===== src/rtl/qpp_ind_gen.sv =====
// rtl/qpp_ind_gen.sv - QPP interleaver index generator
// Streams (i, (f1*i + f2*i^2) mod K) pairs using multiplier-free recursion.
module qpp_ind_gen #(
  parameter int ADDR_W = 14,
  parameter int MAX_K  = 6144,
  parameter int MIN_K  = 40
) (
  input  logic              clock,
  input  logic              reset,
  input  logic              start,
  input  logic [ADDR_W-1:0] k_len,
  input  logic [ADDR_W-1:0] f1,
  input  logic [ADDR_W-1:0] f2,
  input  logic              abort,
  input  logic              out_ready,
  output logic              out_valid,
  output logic [ADDR_W-1:0] seq_idx,
  output logic [ADDR_W-1:0] ilv_idx,
  output logic              last,
  output logic              busy,
  output logic              done,
  output logic              cfg_err
);

  typedef enum logic [1:0] {IDLE, RUN, DONE} state_t;

  state_t            state, state_n;
  logic [ADDR_W-1:0] k_r, k_n;
  logic [ADDR_W-1:0] seq_r, seq_n;
  logic [ADDR_W-1:0] pi_r, pi_n;
  logic [ADDR_W-1:0] g_r, g_n;
  logic [ADDR_W-1:0] d_r, d_n;
  logic              cfg_err_r, cfg_err_n;
  logic              cfg_ok;

  // Both operands are already reduced below m, so one conditional subtract suffices.
  function automatic logic [ADDR_W-1:0] add_mod(input logic [ADDR_W-1:0] a,
                                                input logic [ADDR_W-1:0] b,
                                                input logic [ADDR_W-1:0] m);
    logic [ADDR_W:0] s;
    s = {1'b0, a} + {1'b0, b};
    if (s >= {1'b0, m})
      s = s - {1'b0, m};
    return s[ADDR_W-1:0];
  endfunction

  assign cfg_ok = (k_len >= ADDR_W'(MIN_K)) && (k_len <= ADDR_W'(MAX_K)) &&
                  (f1 < k_len) && (f2 < k_len);

  assign out_valid = (state == RUN);
  assign last      = out_valid && (seq_r == (k_r - ADDR_W'(1)));
  assign busy      = (state != IDLE);
  assign done      = (state == DONE);
  assign seq_idx   = seq_r;
  assign ilv_idx   = pi_r;
  assign cfg_err   = cfg_err_r;

  always_comb begin
    state_n   = state;
    k_n       = k_r;
    seq_n     = seq_r;
    pi_n      = pi_r;
    g_n       = g_r;
    d_n       = d_r;
    cfg_err_n = 1'b0;
    if (abort) begin
      state_n = IDLE;
    end else begin
      case (state)
        IDLE: begin
          if (start) begin
            if (cfg_ok) begin
              k_n     = k_len;
              seq_n   = '0;
              pi_n    = '0;
              g_n     = add_mod(f1, f2, k_len);
              d_n     = add_mod(f2, f2, k_len);
              state_n = RUN;
            end else begin
              cfg_err_n = 1'b1;
            end
          end
        end
        RUN: begin
          if (out_ready) begin
            if (last) begin
              state_n = DONE;
            end else begin
              seq_n = seq_r + ADDR_W'(1);
              pi_n  = add_mod(pi_r, g_r, k_r);
              g_n   = add_mod(g_r, d_r, k_r);
            end
          end
        end
        DONE:    state_n = IDLE;
        default: state_n = IDLE;
      endcase
    end
  end

  always_ff @(posedge clock or posedge reset) begin
    if (reset) begin
      state     <= IDLE;
      k_r       <= '0;
      seq_r     <= '0;
      pi_r      <= '0;
      g_r       <= '0;
      d_r       <= '0;
      cfg_err_r <= 1'b0;
    end else begin
      state     <= state_n;
      k_r       <= k_n;
      seq_r     <= seq_n;
      pi_r      <= pi_n;
      g_r       <= g_n;
      d_r       <= d_n;
      cfg_err_r <= cfg_err_n;
    end
  end

endmodule


===== config.mk =====
export PLATFORM = sky130hd
export DESIGN_NAME = qpp_ind_gen
export DESIGN_NICKNAME = d
export VERILOG_FILES = /design/src/rtl/qpp_ind_gen.sv
export SDC_FILE = /design/constraint.sdc
export NUM_CORES = 1
export LEC_CHECK = 0
export CAP_MARGIN = 20
export CORE_MARGIN = 3
export CORE_UTILIZATION = 60
export DETAILED_ROUTE_END_ITERATION = 12
export PLACE_DENSITY = 0.82
export SLEW_MARGIN = 20
export SYNTH_ARGS = -nofsm -noshare
export SYNTH_HDL_FRONTEND = slang
export SYNTH_SLANG_ARGS = --single-unit

===== constraint.sdc =====
create_clock -name clock -period 5.6 [get_ports clock]
set_input_delay 0.56 -clock clock [delete_from_list [all_inputs] [get_ports clock]]
set_output_delay 0.56 -clock clock [all_outputs]
set_load 0.1 [all_outputs]

### Yosys cells after proc, flatten, opt, wreduce, memory -nomap -nowiden

Index checks and enable logic that the tools add are counted.

| operators by class | value |
|---|---|
| add/sub/neg operators | 10 |
| order comparisons | 8 |
| eq/ne operators | 11 |
| mux-type cells | 27 |
| bitwise gates (word level) | 1 |
| reductions and logical operators | 10 |

Operators by type and width:

| kind | number |
|---|---|
| $mux 14 | 14 |
| $pmux 14 s2 | 3 |
| $add 14x14->15 | 4 |
| $ge 15x14->1 | 4 |
| $sub 14x14->14 | 4 |
| $lt 14x14->1 | 2 |
| $add 14x1->14 const B | 1 |
| $eq 14x14->1 | 1 |
| $ge 14x6->1 const B | 1 |
| $le 14x13->1 const B | 1 |
| $sub 14x1->14 const B | 1 |
| $mux 2 | 5 |
| $ne 3x3->1 const B | 3 |
| $ne 2x2->1 const B | 4 |
| $reduce_and 4->1 | 2 |
| $reduce_and 6->1 | 1 |
| $logic_and 1x1->1 | 4 |
| $mux 1 | 4 |
| $pmux 2 s2 | 1 |
| $reduce_bool 2->1 | 2 |
| $ne 3x2->1 const B | 1 |
| $eq 2x1->1 const B | 1 |
| $eq 2x2->1 const B | 1 |
| $logic_not 2->1 | 1 |
| $not 1->1 | 1 |

| storage, ports and cells | value |
|---|---|
| register bits | 73 |
| input bits | 47 |
| output and inout bits | 33 |
| logic and storage cells | 74 |

### Longest topological paths before layout

Gate-level depths: netlist of the first run.

| logic depth | value |
|---|---|
| word-level depth | 8 |
| gate-level depth with buffers | 19 |
| mapped depth without buffers | 18 |

### Worst setup path after synthesis of the first run

Ideal clock, no wire load.

| timing path | value |
|---|---|
| path kind | reg-to-reg |
| start point | register g_r[1] |
| end point | register g_r[7] |
| library setup time | 121 ps |
| arrival time | 4652 ps |
| data required time | 5479 ps |
| setup slack | 827 ps |
| cell stages (with the launch flop) | 18 |
| buffers on the path | 1 |
| clock period less this slack | 4773 ps |
| path through | dfrtp_1 > ha_1 > a211oi_1 > nor2_1 > o41a_1 > o41ai_1 > or4b_2 > o211ai_1 > ha_1 > and3_1 > nand4_1 > nor3_1 > o31a_1 > a211oi_1 > buf_2 > mux2i_1 > a21oi_1 > a22o_1 |

| between the ends | value |
|---|---|
| longest elaborated chain between the ends | 6 |
| elaborated cells on any way between the ends | 7 |
| those cells by class | 2 x add/sub; 1 x order compare; 4 x mux |

Ends and longest elaborated chain:

| item | line | RTL |
|---|---|---|
| start: declaration | 31 | `logic [ADDR_W-1:0] g_r, g_n;` |
| start signal: assignment | 115 | `g_r <= g_n;` |
| $add 14x14->15 * | 41 | `s = {1'b0, a} + {1'b0, b};` |
| $sub 14x14->14 / $ge 15x14->1 (equally long branches) | 43, 42 |  |
| $mux 14 * | 42 | `if (s >= {1'b0, m})` |
| $mux 14 * | 86 | `if (last) begin` |
| $mux 14 * | 85 | `if (out_ready) begin` |
| $pmux 14 s2 * | 69 | `case (state)` |

Mark *: on every way between the ends. The rest lies on a longest branch, timed or not. The select of a mux whose other input is x is not followed.
A chain may end at the register's enable or synchronous reset.

### Worst setup path after layout of the first run

| timing path | value |
|---|---|
| start point | register g_r[1] |
| end point | register g_r[2] |

Same word-level chain as after synthesis.

==> impl_metrics.yaml, run 1 <==
worst_setup_path:
  worstPathCellList: "ha_1 > a211oi_1 > nor2_1 > o41a_1 > o41ai_1 > buf_4 > or4b_2 > o211ai_1 > ha_1 > and3_1 > nand4_1 > nor3_1 > o31a_1 > a211oi_2 > buf_4 > mux2i_1 > mux2_2 > o21ai_0"
  cpPeakStageDelay_ps: 590
  crit_path_start_kind: "flop"
  criticalPathCategory: "reg2reg"
  startpoint: "g_r[1]"
  rr_worst_depth: 18
  r2r_slack_ps: 730
  endpoint: "g_r[2]"
  worstReg2RegStart: "g_r[1]"
  r2r_end: "g_r[2]"
  crit_slowest_cell: "or4b_2"
  crit_fanout: 23
  cp.required_ps: 5800
  arrival_ps: 5070
  endpoint_kind: "flop"
pwr:
  intPower_uw: 2931
  power_uw: 6110
  netSwitchingFraction_pct: 52.02
  power.share.sequential_pct: 14.4
  peakVddDrop_v: 0.0004164
  p_sw_uw: 3179
  combPwrFrac_pct: 76.6
  p_leak_uw: 0.004838
  power_per_cell_area_mw_per_mm2: 580.7
  p_clk_share_pct: 9.0
die:
  die_x_um: 130.7
  die_area_sq_mm: 0.01708
  core_area_sq_mm: 0.01486
  row_count: 44
  io_pins: 80
  die_h_um: 130.7
  start_util_pct: 62.75
final_layout:
  multiInputGateArea_sq_mm: 0.007061
  final_common_cell: "ha_1"
  syn_to_final_growth_pct: 12.81
  final_cell_mix: "ha_1 (126), nand2_1 (94), o21ai_0 (86), nor2_1 (78), clkdlybuf4s50_1 (78)"
  nNetsFinal: 1408
  layout-drive-gt1-share_pct: 4.542
  n_fill_cell: 1237
  regArea_sq_mm: 0.001827
  diodes: 0
yosys:
  synthCells: 1165
  ys.flop_type: "dfrtp_1"
  syn_area_sq_mm: 0.009328
  synth_top_area_cell: "dfrtp_1"
  ys_ff_latch: 73
  synthXorXnorAreaFrac_pct: 7.042
  synth-compound-area-share_pct: 26.57
  synth_top_family_by_area: "compound AO/OA/AOI/OAI gates"
  synth_fa_ha_area_share_pct: 18.40
  avgSynthCellArea_sq_um: 8.007
  yosys.area_share.simple_pct: 20.17
  async_flop_share_pct: 100.0
  yosysWarnings: 0
  synth_area_leaders: "dfrtp_1 (20%), ha_1 (17%), xnor2_1 (4.8%), o21ai_0 (4.6%), nand2_1 (3.8%)"
  synth_top_area_share_pct: 19.58
  synth-edff-count: 0
  yosysSeqAreaShare_pct: 19.58
  synth_fp_nets: 1345
  synth_cell_types: 74
  synth_mux_area_share_pct: 3.394
sta:
  fin_setup_tns_ps: 0
  finalCritPeriodShare_pct: 86.88
  slew_headroom_pct: 33.36
  slew_violations: 0
  fin_crit_ps: 4865
  tightest_slew_ps: 996.5
  rsz0062_at_grt: "false"
  setup_viol: 0
  clock_skew_ps: 7.606
  hold_viol: 0
  max_freq_mhz: 205.5
global_routing:
  antenna_found_initial: 1
  grt_pass1_vias: 8613
  grt_pass1_wl_um: 43200
  grt_overflow: 0
  grt_usage_pct: 32.31
  grt_max_degree: 74
clocking:
  ctsLongestPathBuffers: 2
  cts_hold_buf: 0
  insertion_delay_ps: 350
  cts_setup_buffers: 0
  cts_root_buffer: "clkbuf_16"
  cts_tree: "done"
  cts.sinks: 73
  cts_buffers: 9
  cts_max_level: 3
  cts.repair.resized: 0
  cts.reportedPaths.clkPinSlew_ps: 60
flow_run:
  maxCapViolCount: 0
worst_hold_path:
  hold_path_depth: 2
  hp-class: "reg2reg"
placed_design:
  place_congestion: 0.9861
  port_buffers: 79
  hpwlAfterDp_um: 21690
route:
  wl_um: 27060
  viasPerCell: 6.483
  antenna_left: 0
  dr.first_iter.drc_count: 678
  drc: 0
  vias: 9186
  routedWlPerCell_um: 19.09
  drtPass1Iterations: 7
outcome:
  status: "completed"
[worst min-delay path by stage]
stage           start      to  slack, ps
2_1_floorplan  d_r[0]  d_r[0]        450
3_3_place_gp   d_r[0]  d_r[0]        480
3_5_place_dp   d_r[5]  d_r[5]        490
4_1_cts        d_r[5]  d_r[5]        510
5_1_grt        d_r[5]  d_r[5]        540
6_report       d_r[5]  d_r[5]        500
[stage by stage]
step	hold WS [ps]	util, %	cell area, sq um	instances	worst slack, ps
2_1_floorplan	452.6	-	9328	1165	827.3
3_3_place_gp	481.5	68.91	10240	1401	642.3
3_5_place_dp	493.6	68.91	10240	1401	521.8
4_1_cts	505.9	70.79	10520	1417	814.4
5_1_grt	535.3	70.79	10520	1417	453.6
6_report	502.9	70.79	10520	1417	734.7
[power groups by stage]
stage	Combinational (uW)	Sequential (uW)	Clock, uW
finish	4680	879	549
global route	5190	895	579
CTS	4610	873	555
detailed placement	4580	884	0
global placement	4490	877	0
floorplan	3540	915	0
[critical path, delay by kind of cell (launching register included)]
family	cells	cell delay (ps)
AOI/OAI and AO/OA	7	1530
DFF	1	440
adders and majority gates	2	660
muxes	2	500
and+or+nand+nor	5	1100
buffers and inverters	2	480
[sequential cells by signal, summed over array words and instances (netlist names)]
signal	cells
seq_idx	14
ilv_idx	14
d_r	14
g_r	14
cfg_err	1
state	2
k_r	14
[Yosys cell counts (21+ instances only)]
cell type and number:
ha_1 126, nand2_1 94, o21ai_0 86, nor2_1 78, dfrtp_1 73, inv_1 73, a21oi_1 63, xnor2_1 51
a211oi_1 33, a21o_1 31, nor3_1 31, nand3_1 27, mux2i_1 26, nor2b_1 26, o31ai_1 24, xor2_1 24
clkbuf_1 21, o21ai_1 21
[layout make-up]
cell class                      instances  area share (%)
Tap cell                              184           2.188
Timing Repair Buffer                   87           8.062
Multi-Input combinational cell        983           67.10
Sequential cell                        73           17.36
Inverter                               74           2.640
Clock inverter                          7          0.5113
Clock buffer                            9           2.140
[per-layer routing]
layer  global-route usage, %  routed length, um  vias to the layer above
met1                   41.46              11590                     4271
met2                   53.83              12570                      357
met3                   4.593               1655                       79
li1                        -                  -                     4477
met5                       0                 13                        -
met4                   15.00               1233                        2
[kinds of logic (layout without fill, tap and decap cells)]
logic type / Yosys count / after routing
XOR/XNOR: 75 / 75
flip-flops: 73 / 73
AO/OA/AOI/OAI: 375 / 375
multiplexers: 31 / 31
buffers and inverters: 109 / 177
AND/OR/NAND/NOR: 369 / 369
adder cells (fa/ha/maj): 133 / 133
Power figures use the tool's default switching activity.
==> run 2, diff against run 1 <==
--- a/config.mk
+++ b/config.mk
@@ -8,7 +8,7 @@
 export CAP_MARGIN = 20
 export CORE_MARGIN = 3
-export CORE_UTILIZATION = 60
+export CORE_UTILIZATION = 50
 export DETAILED_ROUTE_END_ITERATION = 12
-export PLACE_DENSITY = 0.82
+export PLACE_DENSITY = 0.71
 export SLEW_MARGIN = 20
 export SYNTH_ARGS = -nofsm -noshare
==> constraint.sdc (replaced) <==
create_clock -name clock -period 5.6 [get_ports clock]
set_input_delay 1.12 -clock clock [delete_from_list [all_inputs] [get_ports clock]]
set_output_delay 1.12 -clock clock [all_outputs]
set_load 0.1 [all_outputs]
==> run 2 against run 1 <==
Compared with the run above: first-iteration DRC count grew 16%; sequential power is essentially flat; routed wire length grew 2.7%; die area grew 19%; highest routed layer is now met4; critical path type is now in2reg; global-route usage shrank 5.0 points; via count shrank 0.69%; final area grew 2.3%; final cell count grew 4.4%; clock power grew 16%; non-clock buffer count grew 17; worst setup slack lost 300 ps; flip-flop and latch count is the same.
==> impl_metrics.yaml, run 2 (synthesized netlist as in run 1, its figures left out) <==
die:
  die_area_sq_mm: 0.02033
  io_pins: 80
  die_h_um: 142.6
  die_x_um: 142.6
  start_util_pct: 51.40
  core_area_sq_mm: 0.01815
  row_count: 49
pwr:
  peakVddDrop_v: 0.0004784
  power_per_cell_area_mw_per_mm2: 576.9
  power.share.sequential_pct: 14.2
  p_sw_uw: 3163
  netSwitchingFraction_pct: 50.96
  intPower_uw: 3045
  p_leak_uw: 0.004952
  p_clk_share_pct: 10.2
  combPwrFrac_pct: 75.6
worst_setup_path:
  endpoint_kind: "flop"
  rr_worst_depth: 18
  cpPeakStageDelay_ps: 590
  crit_fanout: 23
  arrival_ps: 5400
  r2r_end: "g_r[10]"
  worstPathCellList: "clkdlybuf4s50_1 > ha_1 > a211oi_1 > o21ai_0 > and3_1 > and2_1 > o41ai_1 > a21oi_1 > ha_1 > nand4_1 > or4_1 > a21boi_0 > o21ai_0 > nand4_1 > buf_12 > mux2i_1 > a21oi_1 > a22o_1"
  crit_path_start_kind: "input port"
  cp.required_ps: 5830
  crit_slowest_cell: "clkdlybuf4s50_1"
  r2r_slack_ps: 640
  worstReg2RegStart: "g_r[1]"
  criticalPathCategory: "in2reg"
route:
  viasPerCell: 6.168
  wl_um: 27790
  antenna_left: 0
  dr.first_iter.drc_count: 787
  drtPass1Iterations: 5
  routedWlPerCell_um: 18.79
  drc: 0
  vias: 9123
final_layout:
  n_fill_cell: 1695
  multiInputGateArea_sq_mm: 0.007061
  final_cell_mix: "ha_1 (126), nand2_1 (94), o21ai_0 (86), nor2_1 (78), clkdlybuf4s50_1 (78)"
  layout-drive-gt1-share_pct: 5.680
  nNetsFinal: 1425
  diodes: 0
  utilization_pct: 59.30
  syn_to_final_growth_pct: 15.37
  regArea_sq_mm: 0.001827
  final_common_cell: "ha_1"
clocking:
  ctsLongestPathBuffers: 2
  cts.sinks: 73
  cts_root_buffer: "clkbuf_16"
  cts_buffers: 9
  cts_tree: "done"
  cts_hold_buf: 0
  cts.repair.resized: 0
  cts_setup_buffers: 0
  cts.reportedPaths.clkPinSlew_ps: 60
  insertion_delay_ps: 350
  cts_max_level: 3
sta:
  fin_crit_ps: 5168
  clock_skew_ps: 11.38
  slew_headroom_pct: 34.53
  rsz0062_at_grt: "false"
  slew_violations: 0
  fin_setup_tns_ps: 0
  max_freq_mhz: 193.5
  finalCritPeriodShare_pct: 92.29
  setup_viol: 0
  tightest_slew_ps: 979.0
  hold_viol: 0
global_routing:
  grt_pass1_vias: 8411
  antenna_found_initial: 0
  grt_pass1_wl_um: 44100
  grt_usage_pct: 27.32
  grt_max_degree: 59
  grt_overflow: 0
outcome:
  status: "completed"
worst_hold_path:
  hold_path_depth: 2
  hold_start: "d_r[0]"
  hold_path_end: "d_r[0]"
  hp-class: "reg2reg"
flow_run:
  maxCapViolCount: 0
placed_design:
  place_congestion: 0.9436
  port_buffers: 79
  hpwlAfterDp_um: 22440
## run 2: cell types whose count changed in the layout (fill, tap and decap cells not counted)
cell	before	now
clkinv_4	1	2
or2_1	0	1
buf_12	0	1
clkbuf_1	0	1
inv_2	1	0
clkinv_2	1	2
or2_2	7	6
buf_4	9	25
clkinvlp_4	3	0
bufinv_16	0	2
inv_6	2	1
## run 2: layout make-up
cell class / instances / area share [%]
clock inverters: 6 / 0.8487
inverters: 74 / 2.593
well taps: 229 / 2.662
multi-input cells: 983 / 65.61
flip-flops and latches: 73 / 16.97
repair buffers: 104 / 9.185
clock buffers: 10 / 2.128
## run 2: worst max path at each step
stage          startpoint  endpoint  slack, ps  depth (start not counted)
6_report            f2[1]    g_r[9]        430                         18
5_1_grt             f2[1]    g_r[9]        130                         18
4_1_cts             f2[1]    g_r[9]        490                         18
3_5_place_dp        f2[1]    g_r[9]        150                         18
3_3_place_gp        f2[1]    g_r[7]        270                         18
2_1_floorplan       f1[4]    g_r[9]        750                         16
## run 2: routing by layer
metal / wire length, um / track usage [%]
met5: 0 / 0
met1: 12610 / 37.86
met2: 12940 / 44.58
met4: 807 / 9.605
met3: 1433 / 2.520
## run 2: critical path: cells and delay by family
family | cells | cell delay [ps]
and+or+nand+nor | 5 | 1100
AOI/OAI and AO/OA | 8 | 1580
adders and majority gates | 2 | 640
buffers and inverters | 2 | 770
muxes | 1 | 200
## run 2: power by group through the flow
stage / Sequential (uW) / Clock [uW] / Combinational (uW)
detailed placement: 885 / 0 / 4580
floorplan: 915 / 0 / 3540
global route: 892 / 670 / 5220
CTS: 875 / 644 / 4620
global placement: 880 / 0 / 4550
finish: 880 / 635 / 4690
## run 2: per-stage QoR
step	std cells	area, sq um	power, uW	hold slack (ps)	setup slack, ps
3_3_place_gp	1463	10440	5429	478.9	266.5
6_report	1479	10760	6208	507.2	431.6
4_1_cts	1479	10760	6142	510.4	494.8
3_5_place_dp	1463	10440	5469	497.4	148.4
5_1_grt	1479	10760	6784	538.1	133.9
2_1_floorplan	1165	9328	4455	452.6	745.1
==> run 3, diff against run 2 <==
Settings changed: CORE_UTILIZATION 50 to 45, CTS_CLUSTER_DIAMETER set to 120, PLACE_DENSITY 0.71 to not set, SKIP_CTS_REPAIR_TIMING set to 1.
==> run 3 against run 2 <==
Compared with the run above: sequential power is 1% lower; sequential share of layout area shrank 0.079 points; clock power down 9.1%; critical path depth unchanged; global-route usage is 1.3 points lower; highest routed layer unchanged.
==> impl_metrics.yaml, run 3 (synthesized netlist as in run 1, its figures left out) <==
outcome:
  status: "completed"
die:
  row_count: 52
  die_area_sq_mm: 0.02249
  core_area_sq_mm: 0.02030
  die_x_um: 150.0
  io_pins: 80
  die_h_um: 150.0
  start_util_pct: 45.95
sta:
  rsz0062_at_grt: "false"
  slew_headroom_pct: 34.60
  finalCritPeriodShare_pct: 96.16
  fin_crit_ps: 5385
  clock_skew_ps: 11.78
  setup_viol: 0
  tightest_slew_ps: 977.9
  hold_viol: 0
  max_freq_mhz: 185.7
  slew_violations: 0
  fin_setup_tns_ps: 0
clocking:
  cts.sinks: 73
  cts_max_level: 3
  cts_root_buffer: "clkbuf_16"
  cts.reportedPaths.clkPinSlew_ps: 60
  cts_buffers: 9
  cts_tree: "done"
  insertion_delay_ps: 350
  ctsLongestPathBuffers: 2
route:
  wl_um: 28950
  drc: 0
  vias: 8975
  drtPass1Iterations: 5
  viasPerCell: 5.889
  dr.first_iter.drc_count: 682
  antenna_left: 0
  routedWlPerCell_um: 18.99
worst_setup_path:
  worstPathCellList: "clkdlybuf4s50_1 > ha_1 > a211oi_1 > o21ai_0 > and3_1 > and2_1 > o41ai_1 > a21oi_1 > ha_1 > nand4_1 > or4_1 > a21boi_0 > o21ai_0 > nand4_1 > buf_12 > nor2b_1 > a211o_1 > a22o_1"
  crit_path_start_kind: "input port"
  criticalPathCategory: "in2reg"
  r2r_end: "g_r[2]"
  endpoint_kind: "flop"
  endpoint: "g_r[7]"
  crit_fanout: 23
  cpPeakStageDelay_ps: 630
  rr_worst_depth: 18
  critical-path-top-delay-family: "compound AO/OA/AOI/OAI gates"
  arrival_ps: 5620
  cp.required_ps: 5830
  cp_num_cells: 18
  crit_slowest_cell: "clkdlybuf4s50_1"
  startpoint: "f2[1]"
  path_buf_inv: 2
  worstReg2RegStart: "g_r[1]"
  r2r_slack_ps: 780
pwr:
  intPower_uw: 2996
  power_per_cell_area_mw_per_mm2: 572.2
  p_sw_uw: 3191
  combPwrFrac_pct: 76.6
  p_leak_uw: 0.004949
  peakVddDrop_v: 0.0003681
  power.share.sequential_pct: 14.0
  netSwitchingFraction_pct: 51.57
  p_clk_share_pct: 9.3
final_layout:
  n_fill_cell: 1986
  nNetsFinal: 1429
  final_common_cell: "ha_1"
  syn_to_final_growth_pct: 15.91
  final_cell_mix: "ha_1 (126), nand2_1 (94), o21ai_0 (86), nor2_1 (78), clkdlybuf4s50_1 (78)"
  layout-drive-gt1-share_pct: 6.061
  fin_cells: 1524
  diodes: 0
placed_design:
  dp.cells: 1508
  place_congestion: 0.9671
  port_buffers: 79
  hpwlAfterDp_um: 23450
global_routing:
  antenna_found_initial: 0
  grt_overflow: 0
  grt_pass1_vias: 8602
  use_met1_pct: 34.54
  grt-busiest-layer: "met2"
  grt_pass1_wl_um: 45940
  gr-usage-met3_pct: 2.635
  grt_max_degree: 59
  grt_util_met2_pct: 42.53
  grt_usage_pct: 26.06
worst_hold_path:
  hp-class: "reg2reg"
flow_run:
  maxCapViolCount: 0
==> run 3: how the worst min path moves through the flow <==
stage	from	endpoint	cells after the start
floorplan	d_r[0]	d_r[0]	2
global placement	d_r[12]	d_r[12]	2
detailed placement	d_r[12]	d_r[12]	2
CTS	d_r[12]	d_r[12]	2
global route	d_r[12]	d_r[12]	2
finish	d_r[12]	d_r[12]	2
==> run 3: final cells by class <==
type | count | area, sq um | share of cell area, %
clock inverter | 6 | 50.05 | 0.4629
clock buffer | 10 | 239.0 | 2.210
multi-input combinational | 983 | 7061 | 65.31
timing repair buffer | 108 | 1018 | 9.420
tap | 270 | 337.8 | 3.125
inverter | 74 | 279.0 | 2.581
sequential | 73 | 1827 | 16.90
==> run 3: tightest hold or removal path: stages, from the launching register on <==
cell and delay [ps]:
dfrtp_1 350, nand2_1 50, o21ai_0 60
==> run 3: per-layer routing <==
layer | vias up | wire [um]
met5 | - | 0
met4 | 0 | 1357
met3 | 58 | 1263
met2 | 237 | 12980
met1 | 4182 | 13350
li1 | 4498 | -
==> run 3: per-stage QoR <==
| stage | hold WS, ps | total power, uW | cell area, sq um | setup slack (ps) | util, % |
|---|---|---|---|---|---|
| floorplan | 452.6 | 4455 | 9328 | 745.1 | - |
| global placement | 469.3 | 5549 | 10520 | 191.0 | 51.84 |
| detailed placement | 480.5 | 5555 | 10520 | 1.676 | 51.84 |
| CTS | 494.7 | 6170 | 10810 | 343.8 | 53.26 |
| global route | 509.9 | 6773 | 10810 | 50.77 | 53.26 |
| finish | 488.3 | 6187 | 10810 | 214.9 | 53.26 |
==> run 3: power groups by stage <==
stage                     combinational, uW  sequential [uW]  clock (uW)
after global placement                 4670              876           0
after global routing                   5280              887         606
after floorplan                        3540              915           0
after CTS                              4720              867         588
after detailed placement               4680              878           0
final                                  4740              869         577
